`src/rtl/hazard_unit_mc.sv`:
```
// Hazard unit for the 5-stage RV32 pipeline: operand forwarding, load-use stall,
// multi-cycle MDU wait with watchdog, data-memory wait states and a stall counter.
module hazard_unit_mc #(
  parameter int REG_FILE_ADDRESS_WIDTH = 5,
  parameter int MDU_TIMEOUT            = 64,
  parameter int PERF_WIDTH             = 32
) (
  input  logic                              clk,
  input  logic                              rst_n,
  input  logic [REG_FILE_ADDRESS_WIDTH-1:0] Rs1D,
  input  logic [REG_FILE_ADDRESS_WIDTH-1:0] Rs2D,
  input  logic [REG_FILE_ADDRESS_WIDTH-1:0] Rs1E,
  input  logic [REG_FILE_ADDRESS_WIDTH-1:0] Rs2E,
  input  logic [REG_FILE_ADDRESS_WIDTH-1:0] RdE,
  input  logic [REG_FILE_ADDRESS_WIDTH-1:0] RdM,
  input  logic [REG_FILE_ADDRESS_WIDTH-1:0] RdW,
  input  logic                              RegWriteM,
  input  logic                              RegWriteW,
  input  logic [1:0]                        ResultSrcE,
  input  logic                              PCSrcE,
  input  logic                              MduStartE,
  input  logic                              MduDoneE,
  input  logic                              DMemReqM,
  input  logic                              DMemReadyM,
  input  logic                              PerfClr,
  output logic [1:0]                        ForwardAE,
  output logic [1:0]                        ForwardBE,
  output logic                              StallFetch,
  output logic                              StallDecode,
  output logic                              StallExecute,
  output logic                              StallMemory,
  output logic                              FlushDecode,
  output logic                              FlushExecute,
  output logic                              FlushMemory,
  output logic                              FlushWriteback,
  output logic                              MduBusy,
  output logic                              MduTimeout,
  output logic [PERF_WIDTH-1:0]             StallCycles
);

  // Counter only needs to reach MDU_TIMEOUT-1, where the watchdog fires.
  localparam int CNT_W = (MDU_TIMEOUT > 2) ? $clog2(MDU_TIMEOUT) : 1;
  localparam logic [CNT_W-1:0] CNT_LAST = CNT_W'(MDU_TIMEOUT - 1);

  typedef enum logic {
    RUN      = 1'b0,
    MDU_WAIT = 1'b1
  } state_e;

  state_e                state_q, state_d;
  logic [CNT_W-1:0]      busy_cnt_q, busy_cnt_d;
  logic                  timeout_q, timeout_d;
  logic [PERF_WIDTH-1:0] perf_q, perf_d;

  logic mem_stall;
  logic mdu_stall;
  logic lu;
  logic timeout_hit;

  always_comb begin
    ForwardAE = 2'b00;
    ForwardBE = 2'b00;
    if (RegWriteM && (RdM != '0) && (Rs1E == RdM)) begin
      ForwardAE = 2'b10;
    end else if (RegWriteW && (RdW != '0) && (Rs1E == RdW)) begin
      ForwardAE = 2'b01;
    end
    if (RegWriteM && (RdM != '0) && (Rs2E == RdM)) begin
      ForwardBE = 2'b10;
    end else if (RegWriteW && (RdW != '0) && (Rs2E == RdW)) begin
      ForwardBE = 2'b01;
    end
  end

  assign lu = (ResultSrcE == 2'b01) && (RdE != '0) &&
              (((Rs1D != '0) && (Rs1D == RdE)) || ((Rs2D != '0) && (Rs2D == RdE)));

  assign mem_stall   = DMemReqM & ~DMemReadyM;
  assign timeout_hit = (state_q == MDU_WAIT) && (busy_cnt_q == CNT_LAST) && !MduDoneE;
  assign mdu_stall   = ((state_q == RUN) && MduStartE && !MduDoneE) ||
                       ((state_q == MDU_WAIT) && !MduDoneE && !timeout_hit);

  assign StallFetch     = mem_stall | mdu_stall | lu;
  assign StallDecode    = StallFetch;
  assign StallExecute   = mem_stall | mdu_stall;
  assign StallMemory    = mem_stall;
  assign FlushWriteback = mem_stall;
  assign FlushMemory    = mdu_stall & ~mem_stall;
  // Bubbles and redirects only take effect when Execute is allowed to advance.
  assign FlushExecute   = (lu | PCSrcE) & ~StallExecute;
  assign FlushDecode    = PCSrcE & ~StallExecute;

  assign MduBusy     = (state_q == MDU_WAIT);
  assign MduTimeout  = timeout_q;
  assign StallCycles = perf_q;

  always_comb begin
    state_d    = state_q;
    busy_cnt_d = busy_cnt_q;
    timeout_d  = timeout_q;
    unique case (state_q)
      RUN: begin
        if (MduStartE && !MduDoneE) begin
          state_d    = MDU_WAIT;
          busy_cnt_d = '0;
        end
      end
      MDU_WAIT: begin
        if (MduDoneE) begin
          state_d = RUN;
        end else if (timeout_hit) begin
          state_d   = RUN;
          timeout_d = 1'b1;
        end else begin
          busy_cnt_d = busy_cnt_q + CNT_W'(1);
        end
      end
      default: state_d = RUN;
    endcase
  end

  always_comb begin
    perf_d = perf_q;
    if (PerfClr) begin
      perf_d = '0;
    end else if (StallFetch && !(&perf_q)) begin
      perf_d = perf_q + PERF_WIDTH'(1);
    end
  end

  always_ff @(posedge clk or negedge rst_n) begin
    if (!rst_n) begin
      state_q    <= RUN;
      busy_cnt_q <= '0;
      timeout_q  <= 1'b0;
      perf_q     <= '0;
    end else begin
      state_q    <= state_d;
      busy_cnt_q <= busy_cnt_d;
      timeout_q  <= timeout_d;
      perf_q     <= perf_d;
    end
  end

endmodule

```
`config.mk`:
```
export PLATFORM = sky130hd
export DESIGN_NAME = hazard_unit_mc
export DESIGN_NICKNAME = d
export VERILOG_FILES = /design/src/rtl/hazard_unit_mc.sv
export SDC_FILE = /design/constraint.sdc
export NUM_CORES = 1
export LEC_CHECK = 0
export BUFFER_PORTS_ARGS = -buffer_cell sky130_fd_sc_hd__buf_2
export CAP_MARGIN = 5
export CORE_MARGIN = 5
export CORE_UTILIZATION = 40
export CTS_CLUSTER_DIAMETER = 60
export CTS_CLUSTER_SIZE = 8
export DETAILED_ROUTE_END_ITERATION = 8
export HOLD_SLACK_MARGIN = 0.02
export PLACE_DENSITY = 0.64
export SETUP_SLACK_MARGIN = 0.3
export SLEW_MARGIN = 5
export SYNTH_ARGS = -nofsm -noshare
export SYNTH_HDL_FRONTEND = slang
export SYNTH_SLANG_ARGS = --single-unit
```
`constraint.sdc`:
```
create_clock -name clk -period 4 [get_ports clk]
set_clock_uncertainty 0.1 [all_clocks]
set_input_delay 0.8 -clock clk [delete_from_list [all_inputs] [get_ports clk]]
set_output_delay 0.8 -clock clk [all_outputs]
set_load 0.02 [all_outputs]
```
Word-level counts from Yosys, hierarchy flattened
Index checks and enable logic that the tools add are counted.
- bits in registers: 40
- output and inout bits: 46
- bits of input ports: 47
- logic and storage cells: 75
- eq/ne operators: 11
- reduce and logical (&&, ||, !) cells: 32
- add/subtract/negate cells: 2
- muxes and demuxes: 14
- bitwise logic cells: 12
- operators by type and width (operator ; count):
    $mux W32 ; 2
    $add A32 B1 Y32 const B ; 1
    $reduce_and A32 Y1 ; 1
    $eq A5 B5 Y1 ; 6
    $reduce_bool A5 Y1 ; 5
    $logic_and A1 B1 Y1 ; 18
    $mux W6 ; 3
    $pmux W6 S2 ; 1
    $add A6 B1 Y6 const B ; 1
    $eq A6 B6 Y1 const B ; 1
    $reduce_and A3 Y1 ; 2
    $mux W1 ; 5
    $not A1 Y1 ; 5
    $and A1 B1 Y1 ; 4
    $mux W2 ; 2
    $ne A2 B2 Y1 const B ; 2
    $logic_not A1 Y1 ; 3
    $or A1 B1 Y1 ; 3
    $eq A2 B1 Y1 const B ; 1
    $logic_or A1 B1 Y1 ; 2
    $ne A2 B1 Y1 const B ; 1
    $pmux W1 S2 ; 1
    $reduce_bool A2 Y1 ; 1

Logic depth before layout (Yosys ltp)
- word-level depth: 11
- gate-level depth with buffers: 9
- mapped depth without buffers: 8

Worst setup path before layout
OpenSTA, ideal clock, no wires.
- path kind: in2out
- start: in RdM[1]
- end: out ForwardAE[0]
- data arrival time: 2417 ps
- path buffers: 0
- cell stages on the path: 4
- data required time: 3100 ps
- setup slack: 683 ps
- cells stage by stage: or4_1 > o21ai_0 > nor4_1 > nor4_1
- word-level cells in the longest chain between the ends: 4
- elaborated cells between the ends (all ways): 5
- ends and longest elaborated chain (element ; RTL line ; text):
    start, declared ; 15 ; input logic [REG_FILE_ADDRESS_WIDTH-1:0] RdM,
    $reduce_bool A5 Y1 ; 63 ; if (RegWriteM && (RdM != '0) && (Rs1E == RdM)) begin
    $logic_and A1 B1 Y1 ; 63 ;
    $logic_and A1 B1 Y1 (*) ; 63 ;
    $mux W2 (*) ; 63 ;
    end, declared ; 26 ; output logic [1:0] ForwardAE,
Mark *: on every way between the ends. The rest lies on a longest branch, timed or not.

Worst setup path after layout
- start: in RdM[1]
- end: out ForwardBE[0]
- word-level cells in the longest chain between the ends: 4
- elaborated cells between the ends (all ways): 5
- ends and longest elaborated chain (element ; RTL line ; text):
    $reduce_bool A5 Y1 ; 68 ; if (RegWriteM && (RdM != '0) && (Rs2E == RdM)) begin
    $logic_and A1 B1 Y1 ; 68 ;
    $logic_and A1 B1 Y1 (*) ; 68 ;
    $mux W2 (*) ; 68 ;
    end, declared ; 27 ; output logic [1:0] ForwardBE,
Marked as above.

==> run summary <==
In this run, post-CTS repair resized a total of 0 instances. The area of the die came out at 8760 um2. In this run the static leakage power is 1.52 nW. The highest fanout seen on the critical path is 3. The overall global routing resource usage is 16.8%. The worst-case vdd ir drop came out at 185 uV. Among all flip-flop cells after synthesis, the most frequent one is dfrtp_1.

The cell with the largest stage delay on the worst path is or4_1. The cell family contributing the most delay on the critical path is simple AND/OR/NAND/NOR gates. The wire length of the first global-routing pass came out at 12200 um. The gate count of the mapped netlist is 309. The worst setup path is launched from an input pin.

The number of unique standard cell types used by synthesis is 44. CTS placed an instance of clkbuf_8 at the clock tree root. The largest net degree at the start of global routing came out at 58.

The standard-cell row count is 30. The achievable clock frequency is 317 MHz. The number of endpoints failing setup at the final stage is 0.

The routed wire length came out at 7170 um. For this run, the number of Yosys warnings is 0. The area fraction of the dominant cell type after synthesis is 35.8%. The repair_antennas step left the layout with diodes totalling 0. By instance count, the leading cell after synthesis is dfrtp_1. The sequential area share after synthesis came out at a little over a third. The initial cell density of the core is between 40% and 50%. The critical path goes through buf_2 > or4_1 > o21ai_0 > nor4_1 > nor4_1 > buf_2. In this run, post-CTS hold repair placed 0 buffers.

STA puts the critical path data required time at 3.10 ns. The worst setup path is of the input pin to primary output kind. The level count of the clock H-tree came out at 2. The final critical delay including setup and external delays is between 3 and 4 ns. The number of nets with antenna violations after routing came out at 0. For this run, the detailed router's first-pass iteration total came to 4. By count the netlist is led by dfrtp_1, a21oi_1, or4_1, o31ai_1, xor2_1. The net count after synthesis is about 360.

The placeable core area is 6790 um2. The first routing iteration left 144 violations. For this design the top-level I/O count stands at 93. The headroom to the max-slew limit is roughly two fifths. The post-CTS clock slew at the launch and capture registers of the worst setup and hold paths is roughly 0.08 ns.

The worst slack at placement came out at 0.845 ns. The async set-or-reset flop fraction in the synthesized netlist came out at 100%. Buffers placed on the I/O ports in this run total a little over 90. The fraction of final layout cells sized beyond drive strength 1 came out at 29.5%.

In this design, the stage delay of the slowest critical-path cell is 0.50 ns. The die outline width is 93.6 um. The synthesis-to-layout area growth came out at 20.8%. TritonCTS built the clock tree.

The endpoint kind of the worst setup timing path is a primary output. In the routed design, unresolved DRC markers number 0. Setup slack on the critical path of the routed design comes to between 0.8 and 0.9 ns.

After clock tree synthesis, the setup repair step added 0 buffers. The post-route cell area is 3380 um2. The clock latency of the later-clocked register in the worst-skew pair came out at 0.30 ns. The largest total area in the synthesized netlist belongs to dfrtp_1. The clock passes through at most 2 buffers.

The count of final max-slew check failures came out at 0. The number of endpoints with negative hold slack in the final report is 0. The tightest min-delay check is of the flip-flop to flip-flop type. The reported max-cap violation count is 0. Buffers inserted during clock tree synthesis total 5. The clock sink total came out at 40. The die height came out at 93.6 um. The initial antenna violation count is 0. The summed negative setup slack over all endpoints is 0 ns. The post-DP HPWL came out at approximately 5200 um. The share of the cycle needed by the critical path after routing came out at about four fifths.

Setup repair after global routing left no endpoint under its margin. The ratio of routed vias to standard cells is 5.57. The number of synthesized flops with an enable pin is 0. The flow ran to the end, and the final reports show no timing, DRC or antenna violations.

The overall power of the completed layout came out at 903 uW. The total of fill cells in the finished design is 658. A synthesized cell averages 9.04 um2. For the pin with the worst max-slew slack, the measured transition is roughly 0.9 ns. The power density over the cells is 268 nW/um2. The mapped netlist covers 2790 um2. After detailed routing, the average wire length per cell comes to between 10 and 15 um.

The routability congestion estimate came out at 0.862. The number of global-route vias before repair came to 2706. Ranked by total cell area, the synthesized netlist is headed by dfrtp_1, or4_1, xor2_1.

The total number of vias is approximately 2700. The net count reported at finish came out at between 400 and 500. The residual overflow from global routing came out at 0. In this run the cell area measured after placement is between 3000 and 4000 um2. The buffer and inverter count on the worst path came out at 2.

The arrival time of the worst setup path is about 2.3 ns. The flip-flop and latch count after synthesis is 40.
-- report_power, final --
part           switching, mW  internal, mW
clock network          0.156         0.188
logic                 0.0874        0.0525
registers            0.00812         0.411
total                  0.252         0.651
-- routing by layer --
metal	track usage, %	part of all wire, %
met1	20.0	43
met2	30.4	50
met3	4.02	5.6
met4	3.61	0.67
met5	0	0
-- area by class of cell --
class | instances | area, um2 | share of cell area, %
tap | 96 | 120 | 3.56
multi-input combinational | 245 | 1640 | 48.5
inverter | 5 | 18.8 | 0.556
clock buffer | 5 | 68.8 | 2.04
timing repair buffer | 95 | 483 | 14.3
clock inverter | 3 | 46.3 | 1.37
sequential | 40 | 1000 | 29.7
-- kinds of logic (layout without fill, tap and decap cells) --
group	after synthesis	in the layout	share of synthesized area [%]
and+or+nand+nor	134	134	30.4
buffers and inverters	24	108	5.55
muxes	4	4	1.61
DFF	40	40	35.8
AOI/OAI and AO/OA	77	77	16.9
adders and majority gates	2	2	0.896
xor gates and xnor gates	28	28	8.78
-- final timing paths --
| path | slack [ns] | to | startpoint | depth (start not counted) |
|---|---|---|---|---|
| hold reg to reg | 0.39 | MduTimeout$_DFFE_PN0P_ | MduTimeout$_DFFE_PN0P_ | 1 |
| min in group asynchronous | 0.52 | StallCycles[20]$_DFFE_PN0P_ | rst_n | 1 |
| setup / recovery | 0.85 | ForwardBE[0] | RdM[1] | 6 |
| max in group asynchronous | 2.70 | busy_cnt_q[0]$_DFFE_PN0P_ | rst_n | 1 |
| setup reg to reg | 1.30 | StallCycles[7]$_DFFE_PN0P_ | busy_cnt_q[0]$_DFFE_PN0P_ | 8 |
| hold / removal | 0.39 | MduTimeout$_DFFE_PN0P_ | MduTimeout$_DFFE_PN0P_ | 1 |
-- cells in the final DEF, fill, tap and decap left out, types with 2 or more instances in the layout --
cell type	n
o31ai_1	23
ha_1	2
or3_1	4
nand2_1	17
nand3_1	15
and4_1	3
buf_2	92
xnor2_1	6
a21oi_1	29
nor2b_1	9
nand2b_1	3
dfrtp_1	40
or2_2	3
or4_1	27
mux2_2	3
nor4_1	11
nand3b_1	2
and2_1	2
nand4_1	10
a22o_1	2
and3_1	6
nor3_1	3
o21bai_1	3
o21ai_0	15
xor2_1	22
buf_4	3
clkbuf_8	5
inv_1	5
nor2_1	11
-- stage by stage --
step           std cells  hold slack (ns)  utilization (%)
6_report             489            0.385             49.7
5_1_grt              489            0.454             49.7
4_1_cts              489            0.391             49.7
3_5_place_dp         481            0.363             48.0
3_3_place_gp         481            0.354             48.0
2_1_floorplan        309            0.367                -
-- registers in the layout, indices dropped and copies added, names as in the netlist --
name         count
busy_cnt_q       6
MduTimeout       1
MduBusy          1
StallCycles     32
-- worst register-to-register path, stage by stage, from the launching register on --
cell and delay, ns:
dfrtp_1 0.40, ha_1 0.23, nand4_1 0.12, o21bai_1 0.42
nor2b_1 0.26, o21a_1 0.17, buf_4 0.42, nor3_1 0.16
mux2_1 0.32
Power figures use the tool's default switching activity.
